===== config.mk =====
export PLATFORM = sky130hd
export DESIGN_NAME = pipelined_adder
export DESIGN_NICKNAME = d
export VERILOG_FILES = /design/src/rtl/pipelined_adder.sv
export SDC_FILE = /design/constraint.sdc
export NUM_CORES = 1
export LEC_CHECK = 0
export CAP_MARGIN = 20
export CELL_PAD_IN_SITES_DETAIL_PLACEMENT = 0
export CELL_PAD_IN_SITES_GLOBAL_PLACEMENT = 1
export CORE_ASPECT_RATIO = 1.2
export CORE_MARGIN = 1.5
export CORE_UTILIZATION = 35
export CTS_CLUSTER_DIAMETER = 50
export DETAILED_ROUTE_END_ITERATION = 7
export MAX_ROUTING_LAYER = met4
export PLACE_DENSITY = 0.84
export SETUP_SLACK_MARGIN = 0.15
export SLEW_MARGIN = 25
export SYNTH_ARGS = -nofsm -noshare
export SYNTH_HDL_FRONTEND = slang
export SYNTH_SLANG_ARGS = --single-unit

===== constraint.sdc =====
create_clock -name clk -period 2.34 [get_ports clk]
set_input_delay 0.234 -clock clk [delete_from_list [all_inputs] [get_ports clk]]
set_output_delay 0.234 -clock clk [all_outputs]
set_load 0.01 [all_outputs]

===== src/rtl/pipelined_adder.sv =====
`default_nettype none
// ============================================================================
// Module      : pipelined_adder
// Description : Pipelined ripple-carry add/subtract unit. The WIDTH-bit
//               operation is split into STAGES carry-chained chunks, one per
//               clock, with a valid/ready handshake. Define
//               PIPELINED_ADDER_SAT_EN for signed saturation on overflow.
// Revision    : 1.0 - initial release
// ============================================================================
module pipelined_adder #(
  parameter int WIDTH  = 8,
  parameter int STAGES = 2
) (
  input  logic             clk,
  input  logic             rst,
  input  logic             in_valid,
  output logic             in_ready,
  input  logic [WIDTH-1:0] a,
  input  logic [WIDTH-1:0] b,
  input  logic             carry_in,
  input  logic             sub,
  output logic             out_valid,
  input  logic             out_ready,
  output logic [WIDTH-1:0] sum,
  output logic             carry_out,
  output logic             overflow
);

  localparam int CHUNK = WIDTH / STAGES;

  if (WIDTH < 2 || STAGES < 1 || STAGES > WIDTH || (WIDTH % STAGES) != 0) begin : g_bad_params
    $error("pipelined_adder: illegal WIDTH/STAGES combination");
  end

  logic             advance;
  logic             accept;
  logic [WIDTH-1:0] b_eff;
  logic             carry0;

  // The whole pipe freezes only while a finished result waits on the consumer.
  assign in_ready = !(out_valid && !out_ready);
  assign advance  = in_ready;
  assign accept   = in_valid && in_ready;
  assign b_eff    = sub ? ~b : b;
  assign carry0   = sub ? 1'b1 : carry_in;

  for (genvar k = 0; k < STAGES; k++) begin : g_stage
    logic                   v_q;
    logic                   c_q;
    logic [(k+1)*CHUNK-1:0] s_q;
    logic                   v_in;
    logic                   c_in;
    logic [CHUNK-1:0]       a_in;
    logic [CHUNK-1:0]       b_in;
    logic [CHUNK:0]         part;
    logic [(k+1)*CHUNK-1:0] s_d;
    logic [(k+1)*CHUNK-1:0] s_fin;

    if (k == 0) begin : g_src
      assign v_in = accept;
      assign c_in = carry0;
      assign a_in = a[CHUNK-1:0];
      assign b_in = b_eff[CHUNK-1:0];
      assign s_d  = part[CHUNK-1:0];
    end else begin : g_src
      assign v_in = g_stage[k-1].v_q;
      assign c_in = g_stage[k-1].c_q;
      assign a_in = g_stage[k-1].g_skew.a_q[CHUNK-1:0];
      assign b_in = g_stage[k-1].g_skew.b_q[CHUNK-1:0];
      assign s_d  = {part[CHUNK-1:0], g_stage[k-1].s_q};
    end

    assign part = {1'b0, a_in} + {1'b0, b_in} + {{CHUNK{1'b0}}, c_in};

    // Operand chunks not yet consumed ride along with the beat.
    if (k < STAGES-1) begin : g_skew
      logic [(STAGES-1-k)*CHUNK-1:0] a_q;
      logic [(STAGES-1-k)*CHUNK-1:0] b_q;
      logic [(STAGES-1-k)*CHUNK-1:0] a_d;
      logic [(STAGES-1-k)*CHUNK-1:0] b_d;

      if (k == 0) begin : g_src
        assign a_d = a[WIDTH-1:CHUNK];
        assign b_d = b_eff[WIDTH-1:CHUNK];
      end else begin : g_src
        assign a_d = g_stage[k-1].g_skew.a_q[(STAGES-k)*CHUNK-1:CHUNK];
        assign b_d = g_stage[k-1].g_skew.b_q[(STAGES-k)*CHUNK-1:CHUNK];
      end

      always_ff @(posedge clk) begin
        if (rst) begin
          a_q <= '0;
          b_q <= '0;
        end else if (advance) begin
          a_q <= a_d;
          b_q <= b_d;
        end
      end
    end

    if (k == STAGES-1) begin : g_last
      logic ovf_q;
      logic ovf_d;

      assign ovf_d = (a_in[CHUNK-1] == b_in[CHUNK-1]) && (part[CHUNK-1] != a_in[CHUNK-1]);
`ifdef PIPELINED_ADDER_SAT_EN
      assign s_fin = !ovf_d        ? s_d :
                     a_in[CHUNK-1] ? {1'b1, {(WIDTH-1){1'b0}}} :
                                     {1'b0, {(WIDTH-1){1'b1}}};
`else
      assign s_fin = s_d;
`endif

      always_ff @(posedge clk) begin
        if (rst) begin
          ovf_q <= 1'b0;
        end else if (advance) begin
          ovf_q <= ovf_d;
        end
      end
    end else begin : g_mid
      assign s_fin = s_d;
    end

    always_ff @(posedge clk) begin
      if (rst) begin
        v_q <= 1'b0;
        c_q <= 1'b0;
        s_q <= '0;
      end else if (advance) begin
        v_q <= v_in;
        c_q <= part[CHUNK];
        s_q <= s_fin;
      end
    end
  end

  assign out_valid = g_stage[STAGES-1].v_q;
  assign sum       = g_stage[STAGES-1].s_q;
  assign carry_out = g_stage[STAGES-1].c_q;
  assign overflow  = g_stage[STAGES-1].g_last.ovf_q;

endmodule
`default_nettype wire


==> results of run 1 <==
-- cell usage after synthesis, drive strengths merged, types with 3 or more instances --
cell	n	area, um2
buf	5	31.3
fa	4	80.1
a2111o	3	33.8
xor2	5	43.8
xnor2	5	43.8
nand3b	4	30.0
ha	6	75.1
o211ai	3	27.5
nor2	11	41.3
dfxtp	25	500
clkbuf	4	15.0
a211oi	8	60.1
a21oi	15	75.1
inv	4	15.0
nand2	27	101
-- cells by family after synthesis --
group	count (synthesis)	share of synthesized area [%]
AOI/OAI and AO/OA	32	17.1
xor gates and xnor gates	10	6.94
and+or+nand+nor	51	19.1
buffers and inverters	13	4.86
DFF	25	39.6
adders and majority gates	10	12.3
-- registers in the layout, summed over array words and instances, names as in the netlist --
name / cells
sum: 8
g_stage.s_q: 4
overflow: 1
g_stage.c_q: 1
out_valid: 1
g_stage.g_skew.a_q: 4
carry_out: 1
g_stage.g_skew.b_q: 4
g_stage.v_q: 1
-- worst register-to-register path: stages (launching register included) --
cell,delay (ps)
dfxtp_1,340
fa_1,440
inv_1,80
fa_1,410
a211oi_1,210
-- final cells by class --
cell class	count	area [um2]	area share, %
repair buffers	40	382	22.6
flip-flops and latches	25	500	29.6
well taps	37	46.3	2.74
inverters	4	15.0	0.889
multi-input cells	103	701	41.5
clock buffers	4	45.0	2.67
-- power groups by stage --
stage / registers (mW) / logic [mW] / clock network (mW)
finish: 0.494 / 0.256 / 0.249
global route: 0.500 / 0.285 / 0.272
CTS: 0.495 / 0.260 / 0.257
detailed placement: 0.505 / 0.259 / 0
global placement: 0.503 / 0.254 / 0
floorplan: 0.510 / 0.137 / 0
-- stage by stage --
step / worst slack, ps / hold slack, ps / TNS, ps
finish: 271 / 454 / 0
global route: 217 / 478 / 0
CTS: 269 / 457 / 0
detailed placement: -157 / 445 / -254
global placement: -80.3 / 438 / -104
floorplan: 242 / 374 / 0
-- path summary, 6_finish.rpt --
| check | from | endpoint | slack, ps | cells after the start |
|---|---|---|---|---|
| worst min-delay path | sum[1]$_SDFFE_PP0N_ | sum[1]$_SDFFE_PP0N_ | 450 | 2 |
| worst min register to register | sum[1]$_SDFFE_PP0N_ | sum[1]$_SDFFE_PP0N_ | 450 | 2 |
| worst max-delay path | carry_in | g_stage[0].c_q$_SDFFE_PP0N_ | 270 | 7 |
| worst max register to register | g_stage[0].c_q$_SDFFE_PP0N_ | sum[5]$_SDFFE_PP0N_ | 770 | 4 |
-- metal layers --
metal	global-route usage (%)	share of wire (%)
met5	-	0
met4	6.10	1.3
met3	1.87	3.6
met2	26.3	50
met1	15.0	45
==> summary.md, run 1 <==
| Metric | Value |
|---|---|
| Nets | 209 |
| Hold Path Class | reg2reg |
| Die Wd | 57.8 um |
| Die H | 68.8 um |
| PD cells | 592 nW/um2 |
| GRT Util Overall | 14.1% |
| Synth Warn # | 0 |
| Worst EP required | 2490 ps |
| Clk root buf | clkbuf_8 |
| Design Area, Final | 1690 um2 |
| DP Wirelength | 1990 um |
| VDD IR max | 0.000244 V |
| Final Max Slew Viols | 0 |
| Final ANT Viol Nets | 0 |
| Slowest stage cell, crit path | fa_1 |
| TritonCTS clock tree | built |
| Count of buffers from port buffering | 33 |
| CP Capture Type | register |
| Number of diodes | 0 |
| Psw | 0.263 mW |
| CTS buffer count | 3 |
| Worst stage delay on the critical path | 410 ps |
| Failing checks | DRC |
| Core Region | 3400 um2 |
| Tightest Pin Transition | 265 ps |
| CP Data Arrival Time | 2220 ps |
| # rows | 23 |
| Clk Latency, worst-skew pair | 260 ps |
| Seq pwr share | 49.4% |
| Cell-internal power | 0.736 mW |
| Comb pwr share | 25.6% |
| Crit path time final | 2070 ps |
| Initial antenna violation count | 0 |
| Num ports | 34 |
| Commonest non-fill, non-tap cell in the layout | clkdlybuf4s50_1 |
| DRC violations left | 4 |
| CP cell instances | clkdlybuf4s50_1 > or2_2 > fa_1 > fa_1 > a21o_1 > a211oi_1 > nor3_1 |
| Synth cell types | 28 |
| First-pass GRT wire length | 4210 um |
| Slew margin rel. | 82.3% |
| WL per Instance | 12.2 um |
| Post-CTS resize count | 1 |
| Area added between synthesis and finish | 33.8% |
| Post-synthesis register bit count | 25 |
| Vias in the first global route | 1046 |
| Outcome | finished with violations |
| CP startpoint kind | input port |
| Cell family with most CP delay | adder cells |
| Crit-path max FO | 2 |
| Placed Area | 1650 um2 |
| Skew final | 3.10 ps |
| Post-DR vias/cell | 4.95 |
| Tcrit/Tclk final | 88.4% |
| Clk sinks | 25 |
| Setup repair bufs after CTS | 0 |
| RSZ-0062 raised after global routing | no |
| Lkg Pwr | 0.680 nW |
| Final setup fails | 0 |
| Mapped cell area | 1260 um2 |
| Finished Layout Cells | 213 |
| Commonest cells after routing, fill and taps aside | 32 x clkdlybuf4s50_1, 27 x nand2_1, 25 x dfxtp_1 |
| Hold buffer count at CTS | 0 |
| WL final | 2610 um |
| Primary FF master, synth | dfxtp_1 |
| Clock share of power | 24.9% |
| Total power | 1.00 mW |
| Synth Instances | 141 |
| Most frequent CP cell | fa_1 |
| Die ar. | 3980 um2 |
| Achievable Freq | 483 MHz |
| Final-report hold violation count | 0 |
| GRT overflow | 0 |
| Seq/Total Area, Yosys | 39.6% |
| Post-synth EDFFs | 0 |
| Syn_area_per_cell | 8.95 um2 |
| Maxcap violations | 0 |
| Clock buffer depth | 2 |
| H-tree depth | 1 |
| Initial DRC Count | 26 |
| Fillcell total | 352 |
| DRT Pass-1 Iters | 6 |
| Critical path type | in2reg |
| Ys async rst share | 0% |
| Placed cells | 209 |
| Reg clk slew, reported paths | 90 ps |
| Pin count of the biggest net entering global routing | 27 |
| Vias | 1055 |
| Syn_nets | 173 |
| RePlAce Congestion | 0.868 |
| CP Buf/Inv Count | 1 |
| Layout cells sized above 1 | 9.09% |
| Initial Util | 37.2% |
| Final core utilization | 49.7% |
| Switching Fraction | 26.3% |
No activity file was read; power rests on OpenSTA's default activity.
==> inputs of run 2 (changes only) <==
Settings changed: REMOVE_ABC_BUFFERS set to 1.
==> summary.md, run 2 (synthesized netlist as in run 1, its figures left out) <==
| Metric | Value |
|---|---|
| Worst stage delay on the critical path | 470 ps (was 410 ps) |
| Critical path type | in2reg (unchanged) |
| CP startpoint kind | input port (unchanged) |
| Crit. path cell count | 7 (unchanged) |
| Core Region | 3400 um2 (unchanged) |
| Final Max Slew Viols | 0 (unchanged) |
| Post-DR vias/cell | 4.91 (was 4.95) |
| Worst EP required | 2500 ps (was 2490 ps) |
| RePlAce Congestion | 0.835 (was 0.868) |
| DRC violations left | 2 (was 4) |
| Final ANT Viol Nets | 0 (unchanged) |
| R2R cell count | 4 (unchanged) |
| Clk root buf | clkbuf_8 (unchanged) |
| Initial antenna violation count | 0 (unchanged) |
| Hold buffer count at CTS | 0 (unchanged) |
| Placed Area | 1650 um2 (about the same) |
| Hold Crit Depth | 2 (unchanged) |
| Finished Layout Cells | 214 (was 213) |
| Hold path endpoint | sum[4]$_SDFFE_PP0N_ (was sum[1]$_SDFFE_PP0N_) |
| Maxcap violations | 0 (unchanged) |
| Achievable Freq | 471 MHz (was 483 MHz) |
| CP cell instances | clkdlybuf4s50_1 > or2_2 > fa_2 > fa_1 > a21o_1 > a211oi_1 > nor3_1 (was clkdlybuf4s50_1 > or2_2 > fa_1 > fa_1 > a21o_1 > a211oi_1 > nor3_1) |
| Layout cells sized above 1 | 10.7% (was 9.09%) |
| CP Buf/Inv Count | 1 (unchanged) |
| Clk sinks | 25 (unchanged) |
| Vias in the first global route | 1013 (was 1046) |
| H-tree depth | 1 (unchanged) |
| Initial Util | 37.2% (unchanged) |
| Die Wd | 57.8 um (unchanged) |
| Design Area, Final | 1700 um2 (was 1690 um2) |
| Nets | 210 (was 209) |
| VDD IR max | 0.000238 V (was 0.000244 V) |
| Final-report hold violation count | 0 (unchanged) |
| TritonCTS clock tree | built (unchanged) |
| Final setup fails | 0 (unchanged) |
| Crit path time final | 2120 ps (was 2070 ps) |
| Number of diodes | 0 (unchanged) |
| WL per Instance | 12.0 um (was 12.2 um) |
| Tightest Pin Transition | 347 ps (was 265 ps) |
| Die ar. | 3980 um2 (unchanged) |
| Setup repair bufs after CTS | 0 (unchanged) |
| Reg clk slew, reported paths | 90 ps (about the same) |
| CP Capture Type | register (unchanged) |
| RSZ-0062 raised after global routing | no (unchanged) |
| Placed cells | 210 (was 209) |
| Pin count of the biggest net entering global routing | 27 (unchanged) |
| Die H | 68.8 um (unchanged) |
| Critical R2R Capture | sum[5]$_SDFFE_PP0N_ (unchanged) |
| # rows | 23 (unchanged) |
| Area added between synthesis and finish | 34.8% (was 33.8%) |
| Worst R2R Start | g_stage[0].c_q$_SDFFE_PP0N_ (unchanged) |
| PD cells | 592 nW/um2 (about the same) |
| DRT Pass-1 Iters | 8 (was 6) |
| Initial DRC Count | 11 (was 26) |
| CTS buffer count | 3 (unchanged) |
| CP Data Arrival Time | 2280 ps (was 2220 ps) |
| Count of buffers from port buffering | 33 (unchanged) |
| Setup WS pre-CTS | -160 ps (was -157 ps) |
| Commonest cells after routing, fill and taps aside | 33 x clkdlybuf4s50_1, 27 x nand2_1, 25 x dfxtp_1 (was 32 x clkdlybuf4s50_1, 27 x nand2_1, 25 x dfxtp_1) |
| Post-CTS resize count | 1 (unchanged) |
| Largest register FFs | 8 (unchanged) |
| Vias | 1051 (was 1055) |
| Slew margin rel. | 76.8% (was 82.3%) |
| Cell family with most CP delay | adder cells (unchanged) |
| Fillcell total | 347 (was 352) |
| Crit-path max FO | 4 (was 2) |
| GRT Util Overall | 14.1% (about the same) |
| Tcrit/Tclk final | 90.7% (was 88.4%) |
| Hold slack final | 456 ps (was 454 ps) |
| Total power | 1.01 mW (was 1.00 mW) |
| First-pass GRT wire length | 4240 um (was 4210 um) |
| Num ports | 34 (unchanged) |
| DP Wirelength | 2030 um (was 1990 um) |
| Clk Latency, worst-skew pair | 270 ps (was 260 ps) |
| GRT overflow | 0 (unchanged) |
| Final WS setup | 218 ps (was 271 ps) |
| R2r setup slk | 780 ps (was 770 ps) |
| Hold Path Class | reg2reg (unchanged) |
| Commonest non-fill, non-tap cell in the layout | clkdlybuf4s50_1 (unchanged) |
| Slowest stage cell, crit path | clkdlybuf4s50_1 (was fa_1) |
| Min-delay src | sum[4]$_SDFFE_PP0N_ (was sum[1]$_SDFFE_PP0N_) |
| Clock buffer depth | 2 (unchanged) |
| Lkg Pwr | 0.686 nW (was 0.680 nW) |
| Skew final | 4.06 ps (was 3.10 ps) |
| WL final | 2570 um (was 2610 um) |
| Outcome | finished with violations (unchanged) |
| Failing checks | DRC (unchanged) |
[run 2: cell count changes in the layout (fill, tap and decap cells not counted)]
cell | previous run | this run
clkinv_2 | 0 | 1
clkbuf_1 | 1 | 0
clkdlybuf4s50_1 | 32 | 33
fa_1 | 4 | 3
buf_4 | 7 | 8
dlygate4sd2_1 | 1 | 0
fa_2 | 0 | 1
[run 2: final cells by class]
type                            count  area (um2)  share of cell area (%)
Tap cell                           37        46.3                    2.72
Multi-Input combinational cell    103         703                    41.3
Clock inverter                      1        5.00                   0.294
Inverter                            4        15.0                   0.882
Clock buffer                        3        41.3                    2.43
Sequential cell                    25         500                    29.4
Timing Repair Buffer               41         390                    22.9
[run 2: metrics by stage]
stage | util (%) | TNS (ps)
6_report | 50.1 | 0
5_1_grt | 50.1 | 0
4_1_cts | 50.1 | 0
3_5_place_dp | 48.7 | -243
3_3_place_gp | 48.7 | -88.5
2_1_floorplan | - | 0
[run 2: how the worst max path moves through the flow]
stage               start                          end  slack [ps]
global placement      sub  g_stage[0].c_q$_SDFFE_PP0N_         -70
finish                sub  g_stage[0].c_q$_SDFFE_PP0N_         220
detailed placement    sub  g_stage[0].c_q$_SDFFE_PP0N_        -160
floorplan             sub  g_stage[0].c_q$_SDFFE_PP0N_         440
global route          sub  g_stage[0].c_q$_SDFFE_PP0N_         150
CTS                   sub  g_stage[0].c_q$_SDFFE_PP0N_         190
[run 2: worst register-to-register path, cell delays in order (launching register included)]
cell and delay (ps):
dfxtp_1 340, fa_1 460, inv_1 90, fa_1 410, a211oi_1 190
[run 2: power breakdown]
part | switching [mW] | internal, mW
logic | 0.111 | 0.147
clock network | 0.136 | 0.119
registers | 0.0245 | 0.470
[run 2: per-layer routing]
metal,track usage (%),routed length [um],vias to the layer above
met1,15.7,1140,476
met2,25.7,1300,24
met4,4.36,25,0
met5,-,0,-
met3,2.24,98,4
li1,-,-,547
==> inputs of run 3 (changes only) <==
Settings changed: SETUP_SLACK_MARGIN 0.15 to 0.4.
==> summary.md, run 3 (synthesized netlist as in run 1, its figures left out) <==
| Metric | Value |
|---|---|
| Area added between synthesis and finish | 35.5% (was 34.8%) |
| Die Wd | 57.8 um (unchanged) |
| Worst stage delay on the critical path | 430 ps (was 470 ps) |
| Nets | 210 (unchanged) |
| Crit-path max FO | 2 (was 4) |
| Final ANT Viol Nets | 0 (unchanged) |
| Clk root buf | clkbuf_8 (unchanged) |
| Placed cells | 210 (unchanged) |
| Die ar. | 3980 um2 (unchanged) |
| Failing checks | DRC (unchanged) |
| Num ports | 34 (unchanged) |
| Crit path time final | 1830 ps (was 2120 ps) |
| Achievable Freq | 547 MHz (was 471 MHz) |
| Number of diodes | 0 (unchanged) |
| Vias in the first global route | 1013 (unchanged) |
| TritonCTS clock tree | built (unchanged) |
| DRC violations left | 2 (unchanged) |
| Finished Layout Cells | 214 (unchanged) |
| Most frequent CP cell | fa_2 |
| Final setup fails | 0 (unchanged) |
| PD cells | 591 nW/um2 (was 592 nW/um2) |
| Hold buffer count at CTS | 0 (unchanged) |
| Layout cells sized above 1 | 11.9% (was 10.7%) |
| Met2 GRT Util | 25.7% (unchanged) |
| Tcrit/Tclk final | 78.1% (was 90.7%) |
| Outcome | finished with violations (unchanged) |
| GRT overflow | 0 (unchanged) |
| Post-DR vias/cell | 4.93 (was 4.91) |
| Critical path type | in2reg (unchanged) |
| Reg clk slew, reported paths | 90 ps (about the same) |
| Final Max Slew Viols | 0 (unchanged) |
| Seq pwr share | 49.0% (was 49.1%) |
| Tightest Pin Transition | 347 ps (about the same) |
| Largest register FFs | 8 (unchanged) |
| Worst EP required | 2510 ps (was 2500 ps) |
| Hold Path Class | reg2reg (unchanged) |
| Psw | 0.273 mW (was 0.272 mW) |
| Die H | 68.8 um (unchanged) |
| Commonest cells after routing, fill and taps aside | 32 x clkdlybuf4s50_1, 27 x nand2_1, 25 x dfxtp_1 (was 33 x clkdlybuf4s50_1, 27 x nand2_1, 25 x dfxtp_1) |
| CP Buf/Inv Count | 1 (unchanged) |
| First-pass GRT wire length | 4270 um (was 4240 um) |
| Met1 Use GR | 16.0% (was 15.7%) |
| Clk Latency, worst-skew pair | 270 ps (about the same) |
| Cell-internal power | 0.738 mW (was 0.736 mW) |
| Final WS setup | 513 ps (was 218 ps) |
| Clock buffer depth | 2 (unchanged) |
| VDD IR max | 0.000241 V (was 0.000238 V) |
| WL per Instance | 12.0 um (about the same) |
| Cell family with most CP delay | adder cells (unchanged) |
| Setup WS pre-CTS | -160 ps (unchanged) |
| Slowest stage cell, crit path | clkdlybuf4s50_1 (unchanged) |
| Pin count of the biggest net entering global routing | 27 (unchanged) |
| Clk sinks | 25 (unchanged) |
| Setup repair bufs after CTS | 0 (unchanged) |
| Design Area, Final | 1710 um2 (was 1700 um2) |
| GR Layer Usage met3 | 2.24% (unchanged) |
| CP cell instances | clkdlybuf4s50_1 > xor2_1 > fa_2 > fa_2 > a21o_1 > a211oi_2 > nor3_1 (was clkdlybuf4s50_1 > or2_2 > fa_2 > fa_1 > a21o_1 > a211oi_1 > nor3_1) |
| CP Data Arrival Time | 1990 ps (was 2280 ps) |
| Initial Util | 37.2% (unchanged) |
| Count of buffers from port buffering | 33 (unchanged) |
| Initial antenna violation count | 0 (unchanged) |
| WL final | 2570 um (about the same) |
| CTS buffer count | 3 (unchanged) |
| RePlAce Congestion | 0.835 (unchanged) |
| Final core utilization | 50.4% (was 50.1%) |
| Skew final | 3.70 ps (was 4.06 ps) |
| Clock share of power | 25.2% (was 25.3%) |
| Initial DRC Count | 13 (was 11) |
| Slew margin rel. | 76.8% (about the same) |
| DP Wirelength | 2030 um (unchanged) |
| Comb pwr share | 25.9% (was 25.6%) |
| Maxcap violations | 0 (unchanged) |
| CP Capture Type | register (unchanged) |
| Placed Area | 1650 um2 (unchanged) |
| DRT Pass-1 Iters | 8 (unchanged) |
| Commonest non-fill, non-tap cell in the layout | clkdlybuf4s50_1 (unchanged) |
| H-tree depth | 1 (unchanged) |
| Switching Fraction | 27.0% (was 26.9%) |
| GRT Util Overall | 14.1% (about the same) |
| # rows | 23 (unchanged) |
| Vias | 1055 (was 1051) |
| CP startpoint kind | input port (unchanged) |
| Hold slack final | 456 ps (unchanged) |
| RSZ-0062 raised after global routing | no (unchanged) |
| Lkg Pwr | 0.689 nW (was 0.686 nW) |
| Final-report hold violation count | 0 (unchanged) |
| Core Region | 3400 um2 (unchanged) |
| GRT busiest layer | met2 (unchanged) |
-- run 3: cell types whose count changed in the layout (fill, tap and decap cells not counted) --
cell             previous run  this run
or2_4                       0         1
a211oi_2                    0         1
a211oi_1                    8         7
clkdlybuf4s50_1            33        32
dlygate4sd2_1               0         1
fa_2                        1         2
or2_2                       2         1
fa_1                        3         2
-- run 3: what timing repair did --
action	in CTS	in global routing
setup endpoints to repair	4	2
pin swaps	6	2
gates cloned	0	0
gates resized for setup	5	0
-- run 3: layout make-up --
| class | count | area (um2) |
|---|---|---|
| flip-flops and latches | 25 | 500 |
| repair buffers | 41 | 389 |
| multi-input cells | 103 | 713 |
| inverters | 4 | 15.0 |
| clock buffers | 3 | 41.3 |
| fillers | 344 | 1690 |
| well taps | 37 | 46.3 |
| clock inverters | 1 | 5.00 |
-- run 3: worst paths after layout --
path | depth (start not counted) | start | to | slack (ps)
max reg2reg | 4 | g_stage[0].c_q$_SDFFE_PP0N_ | sum[5]$_SDFFE_PP0N_ | 780
max | 7 | b[0] | g_stage[0].c_q$_SDFFE_PP0N_ | 510
min | 2 | sum[4]$_SDFFE_PP0N_ | sum[4]$_SDFFE_PP0N_ | 460
min reg2reg | 2 | sum[4]$_SDFFE_PP0N_ | sum[4]$_SDFFE_PP0N_ | 460
-- run 3: worst min-delay path, cell delays in order, from the launching register on --
cell     delay, ps
dfxtp_1        320
nand2_1         50
a21oi_1         50
-- run 3: power groups by stage --
stage | combinational, mW | clock, mW | sequential [mW]
2_1_floorplan | 0.125 | 0 | 0.510
3_3_place_gp | 0.254 | 0 | 0.503
3_5_place_dp | 0.260 | 0 | 0.506
4_1_cts | 0.266 | 0.260 | 0.496
5_1_grt | 0.291 | 0.276 | 0.500
6_report | 0.262 | 0.255 | 0.495
-- run 3: stage by stage --
stage	total power [mW]	setup TNS [ps]
after floorplan	0.636	0
after global placement	0.757	-88.5
after detailed placement	0.766	-243
after CTS	1.02	0
after global routing	1.07	0
final	1.01	0
-- run 3: layer usage --
metal / vias to the layer above / part of all wire [%]
li1: 547 / -
met1: 480 / 44
met2: 24 / 51
met3: 4 / 3.8
met4: 0 / 0.97
met5: - / 0
